<file path="config.mk">
export PLATFORM = sky130hd
export DESIGN_NAME = conv_coeff_sequencer
export DESIGN_NICKNAME = d
export VERILOG_FILES = /design/src/rtl/conv_coeff_sequencer.sv
export SDC_FILE = /design/constraint.sdc
export NUM_CORES = 1
export LEC_CHECK = 0
export BUFFER_PORTS_ARGS = -buffer_cell sky130_fd_sc_hd__buf_2
export CAP_MARGIN = 20
export CORE_ASPECT_RATIO = 0.7
export CORE_MARGIN = 4
export CORE_UTILIZATION = 36
export DETAILED_ROUTE_END_ITERATION = 10
export PLACE_DENSITY = 0.68
export SLEW_MARGIN = 15
export SYNTH_ARGS = -nofsm -noshare
export SYNTH_HDL_FRONTEND = slang
export SYNTH_SLANG_ARGS = --single-unit
</file>
<file path="constraint.sdc">
create_clock -name clk -period 1.5 [get_ports clk]
set_clock_uncertainty 0.1 [all_clocks]
set_input_delay 0.075 -clock clk [delete_from_list [all_inputs] [get_ports clk]]
set_output_delay 0.075 -clock clk [all_outputs]
set_load 0.1 [all_outputs]
</file>
<file path="src/rtl/conv_coeff_sequencer.sv">
// rtl/conv_coeff_sequencer.sv - coefficient register file controller: burst kernel load and per-tap streaming to the MAC
module conv_coeff_sequencer #(
  parameter int WIDTH = 8,
  parameter int DEPTH = 5,
  parameter int ADDR  = 3
) (
  input  logic                     clk,
  input  logic                     rst,
  input  logic                     cfg_valid,
  output logic                     cfg_ready,
  input  logic [WIDTH*DEPTH-1:0]   cfg_data,
  input  logic                     start,
  output logic                     busy,
  output logic                     loaded,
  output logic                     rf_wr_en,
  output logic                     rf_rd_en,
  output logic [WIDTH*DEPTH-1:0]   rf_wr_data,
  output logic [ADDR*DEPTH-1:0]    rf_addr,
  input  logic [WIDTH-1:0]         rf_rd_data,
  input  logic                     rf_rd_valid,
  output logic                     coef_valid,
  input  logic                     coef_ready,
  output logic [WIDTH-1:0]         coef_data,
  output logic [ADDR-1:0]          coef_tap,
  output logic                     coef_last,
  output logic                     done,
  output logic                     err
);

  typedef enum logic [2:0] {
    S_IDLE, S_WRITE, S_READ, S_WAIT, S_OUT, S_DONE
  } state_t;

  localparam logic [ADDR-1:0] LAST_TAP = ADDR'(DEPTH - 1);

  state_t                  state;
  logic [ADDR-1:0]         tap;
  logic [ADDR*DEPTH-1:0]   seq_addr;

  // Burst write addresses every slot with its own index.
  for (genvar i = 0; i < DEPTH; i++) begin : g_seq
    assign seq_addr[i*ADDR +: ADDR] = ADDR'(i);
  end

  assign cfg_ready = (state == S_IDLE);
  assign busy      = (state != S_IDLE);

  always_ff @(posedge clk) begin
    if (rst) begin
      state      <= S_IDLE;
      tap        <= '0;
      loaded     <= 1'b0;
      rf_wr_en   <= 1'b0;
      rf_rd_en   <= 1'b0;
      rf_wr_data <= '0;
      rf_addr    <= '0;
      coef_valid <= 1'b0;
      coef_data  <= '0;
      coef_tap   <= '0;
      coef_last  <= 1'b0;
      done       <= 1'b0;
      err        <= 1'b0;
    end else begin
      rf_wr_en <= 1'b0;
      rf_rd_en <= 1'b0;
      rf_addr  <= '0;
      done     <= 1'b0;
      err      <= 1'b0;
      case (state)
        S_IDLE: begin
          if (cfg_valid) begin
            rf_wr_data <= cfg_data;
            rf_wr_en   <= 1'b1;
            rf_addr    <= seq_addr;
            state      <= S_WRITE;
          end else if (start && loaded) begin
            tap      <= '0;
            rf_rd_en <= 1'b1;
            state    <= S_READ;
          end
        end
        S_WRITE: begin
          loaded <= 1'b1;
          state  <= S_IDLE;
        end
        S_READ: state <= S_WAIT;
        S_WAIT: begin
          if (rf_rd_valid) begin
            coef_data  <= rf_rd_data;
            coef_tap   <= tap;
            coef_last  <= (tap == LAST_TAP);
            coef_valid <= 1'b1;
            state      <= S_OUT;
          end else begin
            err   <= 1'b1;
            state <= S_IDLE;
          end
        end
        S_OUT: begin
          // Captured tap is held here; back-pressure never triggers a re-read.
          if (coef_ready) begin
            coef_valid <= 1'b0;
            coef_last  <= 1'b0;
            if (tap == LAST_TAP) begin
              done  <= 1'b1;
              state <= S_DONE;
            end else begin
              tap      <= tap + ADDR'(1);
              rf_rd_en <= 1'b1;
              rf_addr  <= {{(ADDR*(DEPTH-1)){1'b0}}, tap + ADDR'(1)};
              state    <= S_READ;
            end
          end
        end
        S_DONE:  state <= S_IDLE;
        default: state <= S_IDLE;
      endcase
    end
  end

endmodule

</file>
==> run_results.csv <==
group,metric,value,unit
synth,ys.flop_type,"dfxtp_1",
finish,final_cell_mix,"buf_2 (119), nand2_1 (103), dfxtp_1 (64)",
global_route,antenna_found_initial,0,
drt,drc,0,
synth,muxShareOfSynthArea,0,%
floorplan,io_pins,129,
drt,wl_per_cell,13.8,um
cts,clk_path_buf_depth,2,
finish,syn_to_final_growth,64.3,%
finish,final_core_util,61.8,%
cts,clk_latency,0.32,ns
placement,numPortBuffers,121,
worst_setup_path,crit_required,1.32,ns
drt,drt_first_pass_iters,4,
worst_setup_path,critPathMaxFanout,4,
floorplan,start_util,37.6,%
synth,ys_seq_elements,68,
floorplan,row_count,25,
synth,synth_edf_count,0,
timing,grt_setup_unrepaired,"true",
synth,synth_async_sr_flop_share,0,%
placement,hpwl,4970,um
hold_path,hold_class,"in2reg",
pwr,ir_drop,0.726,mV
synth,synth_xor_area_share,0,%
drt,vias,2701,
worst_setup_path,startpoint_type,"register",
drt,ant_nets,0,
worst_setup_path,cpPeakStageDelay,0.33,ns
pwr,power_density,1150,nW/um2
timing,hold-worst-slack,0.0294,ns
timing,postLayoutSetupSlackWorst,-0.0641,ns
worst_setup_path,critPathTopFamily,"simple AND/OR/NAND/NOR gates",
floorplan,core,6880,um2
synth,synthAdderAreaFrac,0.966,%
timing,fmax,639,MHz
worst_setup_path,cp_data_arrival_time,1.39,ns
worst_setup_path,slowest_stage,"dfxtp_2",
synth,synth_top_family_by_area,"simple AND/OR/NAND/NOR gates",
finish,design_area,4260,um2
drt,drtIter0Drc,79,
worst_setup_path,path_buf_inv,3,
worst_setup_path,path_cells,"buf_6 > or2_4 > nor2_4 > inv_2 > buf_12",
floorplan,fp.dieW,109,um
run_status,violations,"setup timing",
synth,synth_warnings,0,
timing,period_minus_slack,1.56,ns
placement,dp_worst_setup_slack,-0.0647,ns
synth,synth_cell_type_count,32,
global_route,grt_pass1_vias,2777,
timing,finalSetupViolations,42,
timing,fin_crit_sh,104,%
drt,wl,8190,um
global_route,grt.overflow.total,0,
floorplan,die_area,8640,um2
cts,htree_levels,3,
worst_setup_path,crit_type,"reg2out",
synth,yosysSeqAreaShare,52.6,%
synth,synth_area,2590,um2
cts,ctsRootBufferMaster,"clkbuf_8",
cts,cts_buffers,9,
synth,synthSimpleGateAreaFrac,22.4,%
finish,drive_gt1_share,36.3,%
timing,drv_slew,0,
drt,viasPerCell,4.55,
global_route,grt_max_degree,31,
synth,synth_cells,314,
run,maxCapViolations,0,
cts,cts_tree,"built",
placement,dpl_cell_area,3320,um2
synth,syn_avg_cell_area,8.25,um2
placement,gp_congestion,0.837,
cts,cts_sinks,68,
finish,num_antenna_cells,0,
global_route,grt_pass1_wl,13000,um
timing,hold_viol,0,
floorplan,die_h,79.0,um
run_status,status,"complete, but fails checks",
worst_setup_path,end_kind,"output pin",
cts,cts.reportedPaths.clkPinSlew,0.07,ns
global_route,grt.total_usage,19.1,%
synth,synth_compound_area_share,14.4,%
finish,fin_nets,550,
pwr,fin_total_pwr,4870,uW
pwr,total_leakage_power,0.00193,uW
finish,final_common_cell,"buf_2",
[flip-flops by register name, summed over array words and instances, names as in the netlist]
name,count
done,1
coef_tap,3
state,3
coef_valid,1
coef_last,1
rf_addr,4
coef_data,8
loaded,1
err,1
rf_wr_data,40
rf_wr_en,1
rf_rd_en,1
tap,3
[worst min-delay path, delay by kind of cell]
kind | cells | cell delay (ns)
buf+inv | 1 | 0.13
compound gates | 1 | 0.08
simple gates | 1 | 0.12
[Yosys cell counts, types with 2 or more instances]
master	n	area, um2
nand3_1	6	30.0
nor4_1	2	12.5
a21oi_1	56	280
a2111oi_0	2	17.5
nor3_1	2	10.0
clkbuf_1	9	33.8
ha_1	2	25.0
buf_2	12	60.1
a211oi_1	2	15.0
o221ai_1	2	17.5
nor2_1	6	22.5
dfxtp_1	68	1360
inv_1	7	26.3
buf_6	4	45.0
buf_4	11	82.6
nand2_1	106	398
nand4bb_1	2	22.5
[routing by layer]
metal  wire length [um]  vias to the layer above  track usage [%]
met5                  0                        -                0
met4                 93                        0             5.85
met3                559                        8             5.12
met2               4040                      105             33.7
met1               3490                     1214             22.7
li1                   -                     1374                -
[metrics by stage]
stage               cells  TNS [ns]
floorplan             320    -0.572
global placement      518   -0.0181
detailed placement    518    -0.777
CTS                   591    -0.551
global route          593     -3.09
finish                593     -1.43
[cells by family (layout without fill, tap and decap cells)]
logic type | Yosys count | count (layout)
buffers and inverters | 43 | 222
other | 1 | 7
flip-flops | 68 | 68
adder cells (fa/ha/maj) | 2 | 2
AND/OR/NAND/NOR | 133 | 133
AO/OA/AOI/OAI | 67 | 67
[where the power goes]
part | switching [uW] | total [uW] | internal, uW
Combinational | 978 | 1320 | 341
Clock | 645 | 1630 | 981
Sequential | 42.4 | 1930 | 1890
[layout make-up]
cell class	instances	area (um2)
Sequential cell	68	1370
Timing Repair Buffer	199	1440
Fill cell	605	2630
Multi-Input combinational cell	209	1090
Clock buffer	12	145
Clock inverter	4	72.6
Tap cell	94	118
Inverter	7	26.3
[final timing paths]
path / startpoint / cells after the start / endpoint / slack, ns
worst min register to register: coef_data[5]$_SDFFE_PP0P_ / 2 / coef_data[5]$_SDFFE_PP0P_ / 0.35
worst min-delay path: cfg_valid / 3 / state[0]$_SDFFE_PP0P_ / 0.03
worst max-delay path: state[1]$_SDFFE_PP0P_ / 5 / busy / -0.06
worst max register to register: state[1]$_SDFFE_PP0P_ / 5 / rf_wr_data[6]$_SDFFE_PP0P_ / -0.06
[what timing repair did]
action	CTS	global route
hold buffers	51	0
gates resized for setup	18	17
gates cloned	2	0
pin swaps	2	1
endpoints found under the setup margin	29	50
hold endpoints to repair	52	0
buffers inserted	4	2
No activity file was read; power rests on OpenSTA's default activity.
